### config.mk
export PLATFORM = sky130hd
export DESIGN_NAME = legup_mutex_requester
export DESIGN_NICKNAME = d
export VERILOG_FILES = /design/src/rtl/legup_mutex_pkg.sv /design/src/rtl/legup_mutex_requester.sv
export SDC_FILE = /design/constraint.sdc
export NUM_CORES = 1
export LEC_CHECK = 0
export BUFFER_PORTS_ARGS = -buffer_cell sky130_fd_sc_hd__buf_2
export CORE_MARGIN = 1.5
export CORE_UTILIZATION = 50
export DETAILED_ROUTE_END_ITERATION = 12
export GPL_TIMING_DRIVEN = 0
export PLACE_DENSITY = 0.85
export SYNTH_ARGS = -nofsm -noshare
export SYNTH_HDL_FRONTEND = slang
export SYNTH_SLANG_ARGS = --single-unit
### constraint.sdc
create_clock -name csi_clockreset_clk -period 5.6 [get_ports csi_clockreset_clk]
set_input_delay 0.84 -clock csi_clockreset_clk [delete_from_list [all_inputs] [get_ports csi_clockreset_clk]]
set_output_delay 0.84 -clock csi_clockreset_clk [all_outputs]
set_load 0.005 [all_outputs]
### src/rtl/legup_mutex_pkg.sv
// Shared definitions for the LegUp hardware mutex requester and mutex slave.
package legup_mutex_pkg;

    localparam int   OWNER_W      = 32;
    localparam int   ATTEMPT_W    = 16;
    localparam int   BACKOFF_W    = 8;
    localparam logic ADDR_ACQUIRE = 1'b0;
    localparam logic ADDR_RELEASE = 1'b1;

    typedef enum logic [2:0] {
        ST_IDLE     = 3'd0,
        ST_ACQ_WR   = 3'd1,
        ST_ACQ_RD   = 3'd2,
        ST_ACQ_WAIT = 3'd3,
        ST_BACKOFF  = 3'd4,
        ST_LOCKED   = 3'd5,
        ST_REL_WR   = 3'd6
    } mutex_state_t;

    // Increment that sticks at all-ones instead of wrapping.
    function automatic logic [ATTEMPT_W-1:0] sat_inc(input logic [ATTEMPT_W-1:0] v);
        return (v == '1) ? v : v + ATTEMPT_W'(1);
    endfunction

endpackage

### src/rtl/legup_mutex_requester.sv
// Avalon-MM master that acquires and releases a shared hardware mutex on
// behalf of one accelerator: write own ID, read back owner, retry after a
// fixed backoff until the read-back matches, then hold until released.
module legup_mutex_requester
    import legup_mutex_pkg::*;
#(
    parameter logic [OWNER_W-1:0] ACCEL_ID       = 32'd1,
    parameter int                 BACKOFF_CYCLES = 4
) (
    input  logic                 csi_clockreset_clk,
    input  logic                 csi_clockreset_reset,
    input  logic                 lock_req,
    input  logic                 unlock_req,
    output logic                 lock_granted,
    output logic                 unlock_done,
    output logic                 busy,
    output logic [ATTEMPT_W-1:0] attempt_count,
    output logic                 avm_m0_address,
    output logic                 avm_m0_write,
    output logic                 avm_m0_read,
    output logic [OWNER_W-1:0]   avm_m0_writedata,
    input  logic [OWNER_W-1:0]   avm_m0_readdata,
    input  logic                 avm_m0_readdatavalid,
    input  logic                 avm_m0_waitrequest
);

    // An ID of zero would be indistinguishable from a free mutex.
    generate
        if (ACCEL_ID == '0) begin : g_bad_accel_id
            $error("legup_mutex_requester: ACCEL_ID must be non-zero");
        end
        if ((BACKOFF_CYCLES < 1) || (BACKOFF_CYCLES > 255)) begin : g_bad_backoff
            $error("legup_mutex_requester: BACKOFF_CYCLES must be in 1..255");
        end
    endgenerate

    mutex_state_t         r_state;
    mutex_state_t         w_next_state;
    logic [BACKOFF_W-1:0] r_backoff;
    logic [ATTEMPT_W-1:0] r_attempts;
    logic                 r_lock_granted;
    logic                 r_unlock_done;
    logic                 r_write;
    logic                 r_read;
    logic                 r_address;
    logic [OWNER_W-1:0]   r_writedata;

    logic                 w_write;
    logic                 w_read;
    logic                 w_address;
    logic [OWNER_W-1:0]   w_writedata;
    logic                 w_acq_accept;
    logic                 w_rel_accept;
    logic                 w_rsp_valid;
    logic                 w_owner_match;

    assign w_acq_accept  = (r_state == ST_ACQ_WR) && !avm_m0_waitrequest;
    assign w_rel_accept  = (r_state == ST_REL_WR) && !avm_m0_waitrequest;
    // Read responses only mean something while we are waiting for one.
    assign w_rsp_valid   = (r_state == ST_ACQ_WAIT) && avm_m0_readdatavalid;
    assign w_owner_match = (avm_m0_readdata == ACCEL_ID);

    // State register.
    always_ff @(posedge csi_clockreset_clk) begin
        if (csi_clockreset_reset) begin
            r_state <= ST_IDLE;
        end else begin
            r_state <= w_next_state;
        end
    end

    // Next-state logic; a started acquisition runs until it is granted.
    always_comb begin
        w_next_state = r_state;
        case (r_state)
            ST_IDLE: begin
                if (lock_req) w_next_state = ST_ACQ_WR;
            end
            ST_ACQ_WR: begin
                if (!avm_m0_waitrequest) w_next_state = ST_ACQ_RD;
            end
            ST_ACQ_RD: begin
                if (!avm_m0_waitrequest) w_next_state = ST_ACQ_WAIT;
            end
            ST_ACQ_WAIT: begin
                if (w_rsp_valid) w_next_state = w_owner_match ? ST_LOCKED : ST_BACKOFF;
            end
            ST_BACKOFF: begin
                if (r_backoff <= BACKOFF_W'(1)) w_next_state = ST_ACQ_WR;
            end
            ST_LOCKED: begin
                if (unlock_req) w_next_state = ST_REL_WR;
            end
            ST_REL_WR: begin
                if (!avm_m0_waitrequest) w_next_state = ST_IDLE;
            end
            default: w_next_state = ST_IDLE;
        endcase
    end

    // Bus drive for the upcoming state, so the strobes leave a register.
    always_comb begin
        w_write     = 1'b0;
        w_read      = 1'b0;
        w_address   = ADDR_ACQUIRE;
        w_writedata = '0;
        case (w_next_state)
            ST_ACQ_WR: begin
                w_write     = 1'b1;
                w_writedata = ACCEL_ID;
            end
            ST_ACQ_RD: begin
                w_read = 1'b1;
            end
            ST_REL_WR: begin
                w_write     = 1'b1;
                w_address   = ADDR_RELEASE;
                w_writedata = ACCEL_ID;
            end
            default: ;
        endcase
    end

    // Registered Avalon outputs and status flags; state holds under waitrequest.
    always_ff @(posedge csi_clockreset_clk) begin
        if (csi_clockreset_reset) begin
            r_write        <= 1'b0;
            r_read         <= 1'b0;
            r_address      <= ADDR_ACQUIRE;
            r_writedata    <= '0;
            r_lock_granted <= 1'b0;
            r_unlock_done  <= 1'b0;
        end else begin
            r_write        <= w_write;
            r_read         <= w_read;
            r_address      <= w_address;
            r_writedata    <= w_writedata;
            r_lock_granted <= (w_next_state == ST_LOCKED);
            r_unlock_done  <= w_rel_accept;
        end
    end

    // Attempt counter and backoff down-counter.
    always_ff @(posedge csi_clockreset_clk) begin
        if (csi_clockreset_reset) begin
            r_attempts <= '0;
            r_backoff  <= '0;
        end else begin
            if ((r_state == ST_IDLE) && lock_req) begin
                r_attempts <= '0;
            end else if (w_acq_accept) begin
                r_attempts <= sat_inc(r_attempts);
            end

            if (w_rsp_valid && !w_owner_match) begin
                r_backoff <= BACKOFF_W'(BACKOFF_CYCLES);
            end else if ((r_state == ST_BACKOFF) && (r_backoff != '0)) begin
                r_backoff <= r_backoff - BACKOFF_W'(1);
            end
        end
    end

    assign busy             = (r_state != ST_IDLE) && (r_state != ST_LOCKED);
    assign lock_granted     = r_lock_granted;
    assign unlock_done      = r_unlock_done;
    assign attempt_count    = r_attempts;
    assign avm_m0_write     = r_write;
    assign avm_m0_read      = r_read;
    assign avm_m0_address   = r_address;
    assign avm_m0_writedata = r_writedata;

endmodule

==> reports/results.tsv, run 1 <==
metric	value	unit
run_status	complete, no violations	
power_leakage	1.21	nW
final.fill_count	330	
proportion_of_synthesized_chip_area_in_sequential_cells	33.0	%
core_area	0.00369	mm2
fin_worst_hold_slack	0.498	ns
count_of_different_cell_masters_after_synthesis	49	
detail_route.drc_violations	0	
cp.arrival	1.41	ns
synth.largest_area_cell	dfxtp_1	
uppermost_routed_layer	met4	
die_y	65.3	um
die_area	0.00427	mm2
detail-route-antenna-nets	0	
ys_top_cells_by_count	buf_4 (32), dfxtp_1 (32), nor2_1 (26)	
count_of_yosys_warnings_during_synthesis	0	
fin_tns_setup	0	ns
initial_core_util	52.6	%
clock_sinks	32	
ratio_of_total_power_to_cell_area	207	mW/mm2
async_flop_share	0	%
wl_per_cell	11.4	um
critical_path_endpoint_category	primary output	
post-route-period-util	40.1	%
cts.repair_timing.setup_buffer_count	0	
buffer_ports.inserted	60	
dpl.hpwl	3.34	mm
firstDrtPassIters	4	
worstSetupPathDepth	4	
ios	92	
post_route_cells_drive_above_1_share	33.9	%
clock_insertion_delay_worst_skew	0.29	ns
maxClockFrequency	445	MHz
grt_pass1_vias	1708	
flops_latches_synth	32	
crit_path_top_delay_cell	dfxtp_1	
grt_setup_unrepaired	no	
synthCells	229	
whs_path_depth	2	
netlist.area_leader.share	33.0	%
clock-skew-final	0.00588	ns
worst-r2r-cell-count	5	
max-clock-path-buffers	2	
route.met3.wl	251	um
total_power	523	uW
post_cts.resized_instances	0	
ir_worst_vdd	0.172	mV
antenna_violations_before_repair	0	
sequential_cell_area	641	um2
dominantRegCellSynth	dfxtp_1	
slew_headroom	52.1	%
cts_made_buffers	5	
grt_max_degree	11	
fin_ws	3.35	ns
ctsHtreeMaxLevel	2	
avgSynthCellArea	8.48	um2
gpl.final_weighted_congestion	0.909	
worst_hold_path_type	reg -> reg	
yosys-top-cells-area	dfxtp_1 (33%), buf_4 (12%), xor2_1 (5.9%)	
globalRouteOverflowTotal	0	
cp_max_fo	10	
placementRows	22	
route.detailed.vias_per_inst	5.01	
cpPeakStageDelay	0.35	ns
maxSlewViolCount	0	
measured_slew_at_the_worst_slew_check_pin	0.712	ns
setup.worst_path.start_class	flop	
critPathRequiredTime	4.76	ns
final_standard_cell_area_without_fillers	0.00252	mm2
area_growth	29.9	%
cp_cell_sequence	clkbuf_1 -> nand2b_1 -> nand3_1 -> buf_2	
routed_wirelength	4.26	mm
globalRouteTotalUtil	21.2	%
detailroute.via_count	1880	
cts_tree	done	
clk_pin_slew_worst_paths	0.06	ns
crit_path_time_final	2.25	ns
num_antenna_cells	0	
worst-setup-path-type	reg -> out	
total_area_of_multi_input_combinational_cells	0.00112	mm2
final-setup-viol-count	0	
dr.first_iter.drc_count	110	
dpl_worst_slack	3.17	ns
path_buf_inv	2	
ctsHoldBuffers	0	
routedLengthMet1	1.72	mm
die_span_in_x	65.3	um
routed-wl-met2	2.17	mm
clk_root_buffer_cell	clkbuf_8	
final_nets	367	
post_synth_edffs	0	
crit_family	buffers and inverters	
netlist_area	0.00194	mm2
final_hold_viols	0	
grt_pass1_wl	7.11	mm
cap_violations	0	
detailed_place.area	0.00241	mm2
registers in the layout (all words and copies together) (netlist names):
name              count
attempt_count        16
avm_m0_address        1
avm_m0_read           1
avm_m0_writedata      1
lock_granted          1
r_backoff             8
r_state               3
unlock_done           1
path summary, 6_finish.rpt:
path,start,to,slack (ns)
worst max register to register,attempt_count[11],attempt_count[1],3.65
worst min register to register,r_backoff[7],r_backoff[7],0.50
worst min-delay path,r_backoff[7],r_backoff[7],0.50
worst max-delay path,r_state[2],busy,3.35
where the power goes:
group,switching (mW),internal (mW),leakage (nW)
combinational,0.0341,0.0372,0.893
sequential,0.00196,0.231,0.258
clock,0.0868,0.132,0.0552
stage by stage:
| step | cells | util [%] |
|---|---|---|
| finish | 375 | 68.4 |
| global route | 375 | 68.4 |
| global placement | 367 | 65.5 |
| CTS | 375 | 68.4 |
| floorplan | 259 | - |
| detailed placement | 367 | 65.5 |
tightest hold or removal path, delay by kind of cell, from the launching register on:
kind | cells | cell delay [ns]
flops | 1 | 0.33
compound gates | 2 | 0.12
cell families (layout without fill, tap and decap cells):
| group | count (synthesis) | in the layout | share of synthesized area [%] |
|---|---|---|---|
| xor+xnor | 15 | 15 | 6.77 |
| other cells | 1 | 31 | 0.193 |
| flops | 32 | 32 | 33.0 |
| mux | 2 | 2 | 1.03 |
| compound gates | 35 | 35 | 13.1 |
| fa+ha+maj | 3 | 3 | 1.93 |
| simple gates | 96 | 96 | 28.6 |
| buf+inv | 45 | 113 | 15.3 |
layer usage:
layer  vias to the layer above  global-route usage, %
met2                        70                   39.5
li1                        960                      -
met4                         0                   10.2
met1                       836                   21.8
met3                        14                   5.31
met5                         -                      0
area by class of cell:
cell class | instances | area share (%)
clock inverters | 2 | 1.39
flip-flops and latches | 32 | 25.4
clock buffers | 6 | 2.88
well taps | 48 | 2.38
plain buffers | 36 | 10.5
repair buffers | 60 | 11.9
multi-input cells | 182 | 44.2
inverters | 9 | 1.34
cell usage in the layout, fill, tap and decap left out, drive strengths merged, types with 2 or more instances in the layout:
master / count
buf: 94
conb: 31
nor2b: 4
and4: 3
nor3: 8
nand2: 11
nor2: 26
a31oi: 3
ha: 3
nor4: 11
clkinv: 2
nand2b: 2
dfxtp: 32
o21ai: 2
o31ai: 3
a211oi: 3
o211ai: 4
nand4: 10
a21oi: 11
nand3: 7
o22ai: 2
mux2i: 2
xor2: 13
and3: 2
inv: 8
clkbuf: 8
o2111ai: 2
xnor2: 2
and2: 4
Power figures use the tool's default switching activity.
==> run 2, diff against run 1 <==
CORE_UTILIZATION = 46   (was 50)
PLACE_DENSITY = 0.79   (was 0.85)
clock period = 2.1 ns   (was 5.6 ns; I/O delays follow)
==> reports/results.tsv, run 2 (synthesis results as in run 1) <==
metric	value	unit	change
clock-skew-final	0.00695	ns	+0.00107 ns
worst-r2r-setup-slack	0.24	ns	-3.41 ns
final.fill_count	378		+15%
ratio_of_total_power_to_cell_area	513	mW/mm2	+150%
routed_wirelength	4.15	mm	-2.5%
max-clock-path-buffers	2		unchanged
cpPeakStageDelay	0.56	ns	+0.21 ns
ios	92		unchanged
worst_hold_path.endpoint	r_backoff[2]		
detail-route-antenna-nets	0		unchanged
globalRouteTotalUtil	19.1	%	-2.0 points
route.met3.wl	302	um	+20%
slew_headroom	61.8	%	+9.7 points
post-route-period-util	88.6	%	
ctsHoldBuffers	0		unchanged
maxSlewViolCount	0		unchanged
clock_insertion_delay_worst_skew	0.29	ns	about the same
routed-wl-met2	2.07	mm	-4.8%
buffer_ports.inserted	60		unchanged
clock_sinks	32		unchanged
fin_ws	0.239	ns	-3.11 ns
critPathRequiredTime	2.26	ns	-2.50 ns
run_status	complete, no violations		
final_common_cell	buf_2		
globalRouteOverflowTotal	0		unchanged
measured_slew_at_the_worst_slew_check_pin	0.568	ns	-0.143 ns
firstDrtPassIters	5		+1
uppermost_routed_layer	met4		
cts_tree	done		
crit_path_top_delay_cell	or4b_4		
cp_max_fo	10		unchanged
fin_tns_setup	0	ns	unchanged
detailroute.via_count	1833		-2.5%
clk_pin_slew_worst_paths	0.07	ns	about the same
worst-setup-path-type	reg -> reg		
cap_violations	0		unchanged
die_span_in_x	68.0	um	+4.1%
wl_per_cell	11.0	um	-3.0%
critical_path_endpoint_category	flop		
grt_pass1_wl	6.82	mm	-4.1%
timing.rr.start	r_state[1]		
dr.first_iter.drc_count	119		+8.2%
grt_setup_unrepaired	no		
maxClockFrequency	537	MHz	
flip_flop_count_of_the_largest_register_after_layout	16		unchanged
initial_core_util	48.2	%	-4.4 points
power_leakage	1.21	nW	+0.14%
cts_made_buffers	5		unchanged
cp.arrival	2.03	ns	+0.62 ns
final_nets	367		unchanged
clk_root_buffer_cell	clkbuf_8		
worst_hold_path_type	in -> reg		
die_y	68.0	um	+4.1%
placementRows	23		+4.5%
grt_max_degree	11		unchanged
num_antenna_cells	0		unchanged
ir_worst_vdd	0.281	mV	+64%
core_area	0.00403	mm2	+9.2%
dpl.hpwl	3.22	mm	-3.8%
detail_route.drc_violations	0		unchanged
grt_pass1_vias	1603		-6.1%
gpl.final_weighted_congestion	0.816		-10%
crit_path_time_final	1.86	ns	
whs_path_depth	2		unchanged
route.detailed.vias_per_inst	4.86		-3.0%
final-setup-viol-count	0		unchanged
antenna_violations_before_repair	0		unchanged
hold_crit_start	csi_clockreset_reset		
routedLengthMet1	1.73	mm	+0.35%
die_area	0.00462	mm2	+8.3%
area_growth	30.2	%	
post_route_cells_drive_above_1_share	35.2	%	+1.2 points
cp_cell_sequence	buf_6 -> or4b_4 -> nor3_2 -> nand4_1 -> xor2_1 -> nor2_1		
layout.core_utilization	62.8	%	-5.6 points
ctsHtreeMaxLevel	2		unchanged
dpl_worst_slack	0.164	ns	-3.00 ns
final_hold_viols	0		unchanged
setup.worst_path.start_class	flop		
worst-r2r-cell-count	6		+1
mostFrequentLayoutCells	buf_2 (61), buf_4 (32), dfxtp_1 (32), conb_1 (31), nor2_1 (26)		
cts.repair_timing.setup_buffer_count	0		unchanged
terminus_of_the_critical_flop_to_flop_path	attempt_count[8]		
## run 2: through the flow
stage                     hold slack [ns]  total power [mW]  instances  cell area, um2
final                               0.283              1.30        377            2530
after global routing                0.300              1.36        377            2530
after CTS                           0.274              1.30        377            2510
after detailed placement            0.482             0.818        369            2420
after global placement              0.474             0.817        369            2420
after floorplan                     0.384             0.757        259            2050
## run 2: timing repair
item                                   in CTS  in global routing
gates resized for setup                     0                  3
setup endpoints to repair                   0                  4
endpoints found under the hold margin       0                  0
## run 2: how the worst max path moves through the flow
| stage | from | endpoint | slack (ns) | cells after the start |
|---|---|---|---|---|
| after detailed placement | avm_m0_waitrequest | attempt_count[8] | 0.16 | 6 |
| after CTS | r_state[0] | attempt_count[4] | 0.16 | 6 |
| after floorplan | r_state[1] | r_backoff[7] | 0.35 | 6 |
| after global routing | attempt_count[0] | attempt_count[8] | 0.08 | 6 |
| after global placement | r_state[2] | avm_m0_writedata[0] | 0.19 | 6 |
| final | r_state[1] | attempt_count[8] | 0.24 | 6 |
## run 2: critical path, delay by kind of cell, from the launching register on
family                 cells  cell delay (ns)
flip-flops                 1             0.31
AND/OR/NAND/NOR            4             1.13
buffers and inverters      1             0.13
XOR/XNOR                   1             0.17
## run 2: area by class of cell
cell class                 count  area, um2  area share, %
inverter                       9       33.8           1.34
clock inverter                 2       10.0          0.396
timing repair buffer          60        300           11.9
multi-input combinational    182       1130           44.9
tap                           50       62.6           2.47
sequential                    32        641           25.3
buffer                        36        264           10.4
clock buffer                   6       82.6           3.27
## run 2: power breakdown
group | leakage, nW | internal [mW] | switching, mW | total (mW)
registers | 0.258 | 0.615 | 0.00531 | 0.620
logic | 0.899 | 0.101 | 0.0918 | 0.193
clock network | 0.0510 | 0.261 | 0.223 | 0.484
total | 1.21 | 0.977 | 0.320 | 1.30
## run 2: metal layers
layer	vias up	global-route usage (%)
met1	802	22.0
met5	-	0
met4	0	8.00
met3	7	4.44
met2	60	33.9
li1	964	-
==> run 3, diff against run 2 <==
CORE_UTILIZATION = 42   (was 46)
PLACE_DENSITY = 0.76   (was 0.79)
clock period = 1.5 ns   (was 2.1 ns; I/O delays follow)
==> reports/results.tsv, run 3 (synthesis results as in run 1) <==
metric	value	unit	change
crit_path_time_final	1.83	ns	-0.0353 ns
buffer_ports.inserted	60		unchanged
worst_hold_path_type	in -> reg		
power_switching_share	26.0	%	+1.3 points
dpl.hpwl	3.19	mm	-0.95%
wl_per_cell	14.8	um	+35%
clock-skew-final	0.00475	ns	-0.00220 ns
run_status	finished, violations left		
maxClockFrequency	548	MHz	+1.9%
worst-setup-path-type	reg -> reg		
ratio_of_total_power_to_cell_area	626	mW/mm2	+22%
max-clock-path-buffers	2		unchanged
dpl_worst_slack	-0.357	ns	-0.521 ns
cpPeakStageDelay	0.59	ns	+0.03 ns
final_hold_viols	0		unchanged
fin_worst_hold_slack	0.224	ns	-0.0584 ns
ctsHtreeMaxLevel	2		unchanged
detail-route-antenna-nets	0		unchanged
core_area	0.00441	mm2	+9.6%
clock_sinks	32		unchanged
detailed_place.area	0.00246	mm2	+1.7%
ios	92		unchanged
cp_cell_sequence	or4b_4 -> nor3_4 -> buf_6 -> o211ai_1 -> xor2_1 -> nor2_1		
fin_ws	-0.325	ns	-0.565 ns
clk_root_buffer_cell	clkbuf_8		
routed_wirelength	6.09	mm	+47%
final_common_cell	buf_2		
detail_route.drc_violations	0		unchanged
clock_insertion_delay_worst_skew	0.28	ns	about the same
final-setup-viol-count	26		+26
critPathRequiredTime	1.71	ns	-0.55 ns
num_antenna_cells	0		unchanged
die_area	0.00504	mm2	+9.1%
cts_tree	done		
cp_max_fo	4		-6
maxSlewViolCount	0		unchanged
ir_worst_vdd	0.370	mV	+32%
die_y	71.0	um	+4.5%
grt_pass1_vias	1860		+16%
netSwitchingPower	512	uW	+60%
grt_max_degree	11		unchanged
crit_path_top_delay_cell	or4b_4		
power_frac_clock	35.0	%	-2.3 points
cts_made_buffers	5		unchanged
crit_family	simple AND/OR/NAND/NOR gates		
die_span_in_x	71.0	um	+4.5%
globalRouteTotalUtil	21.1	%	+2.0 points
placementRows	24		+4.3%
area_growth	62.0	%	
gpl.final_weighted_congestion	0.907		+11%
clk_pin_slew_worst_paths	0.07	ns	about the same
firstDrtPassIters	4		-1
detailroute.via_count	2081		+14%
cellInternalPower	1.46	mW	+49%
final_standard_cell_area_without_fillers	0.00315	mm2	+24%
initial_core_util	44.0	%	-4.2 points
grt_pass1_wl	8.64	mm	+27%
grt_setup_unrepaired	yes		
final_nets	399		+8.7%
path_buf_inv	1		unchanged
cp.arrival	2.03	ns	about the same
setup.worst_path.start_class	flop		
fin_tns_setup	-4.28	ns	-4.28 ns
sequentialPowerShare	44.3	%	-3.5 points
post-route-period-util	122	%	+33 points
critical_path_endpoint_category	flop		
ctsHoldBuffers	0		unchanged
failing_checks	negative setup slack		
dr.first_iter.drc_count	276		+130%
power.combinational.fraction	20.7	%	+5.8 points
mostFrequentLayoutCells	buf_2 (60), buf_4 (57), conb_1 (31), nor2_1 (24), dfxtp_1 (18)		
route.detailed.vias_per_inst	5.06		+4.1%
cap_violations	0		unchanged
post_route_cells_drive_above_1_share	54.6	%	+19 points
globalRouteOverflowTotal	0		unchanged
flip_flop_count_of_the_largest_register_after_layout	16		unchanged
power_leakage	1.47	nW	+22%
antenna_violations_before_repair	0		unchanged
run 3: changes by cell type in the layout (fill, tap and decap cells not counted), sizes merged:
cell | before | now
clkinv | 3 | 0
clkinvlp | 0 | 1
clkbuf | 8 | 9
buf | 94 | 127
run 3: cell type report:
class	count	area [um2]
sequential	32	661
timing repair buffer	94	593
clock buffer	8	90.1
buffer	34	259
tap	52	65.1
fill	289	1270
multi-input combinational	182	1430
inverter	9	45.0
run 3: what timing repair did:
action / 4_1_cts / 5_1_grt
endpoints found under the setup margin: 29 / 32
buffers inserted: 22 / 13
pin swaps: 17 / 31
gates resized for setup: 40 / 41
run 3: path summary, 6_finish.rpt:
| check | slack (ns) | from | to | cells past startpoint |
|---|---|---|---|---|
| worst min register to register | 0.51 | r_backoff[1] | r_backoff[1] | 2 |
| worst max register to register | -0.33 | r_state[2] | attempt_count[5] | 6 |
| worst max-delay path | -0.33 | r_state[2] | attempt_count[5] | 6 |
| worst min-delay path | 0.22 | csi_clockreset_reset | unlock_done | 2 |
run 3: per-stage QoR:
step	cells	total power [mW]	util (%)
detailed placement	371	1.15	55.7
floorplan	259	1.06	-
global placement	371	1.15	55.7
finish	411	1.97	71.3
CTS	401	1.91	65.6
global route	411	2.03	71.3
run 3: worst register-to-register path, stage by stage, from the launching register on:
cell and delay, ns:
dfxtp_2 0.33, or4b_4 0.59, nor3_4 0.28, buf_6 0.16, o211ai_1 0.09, xor2_1 0.17
nor2_1 0.14
run 3: routing by layer:
layer | up-vias | wire length (um) | part of all wire (%) | track usage, %
met5 | - | 0 | 0 | 0
li1 | 1021 | - | - | -
met1 | 950 | 2550 | 42 | 26.0
met4 | 0 | 195 | 3.2 | 8.60
met3 | 20 | 335 | 5.5 | 3.70
met2 | 90 | 3010 | 49 | 36.4
run 3: power by group through the flow:
stage | combinational (mW) | sequential (mW) | clock (mW)
5_1_grt | 0.435 | 0.873 | 0.724
3_5_place_dp | 0.262 | 0.886 | 0
3_3_place_gp | 0.261 | 0.886 | 0
6_report | 0.407 | 0.873 | 0.689
4_1_cts | 0.345 | 0.869 | 0.692
2_1_floorplan | 0.176 | 0.886 | 0
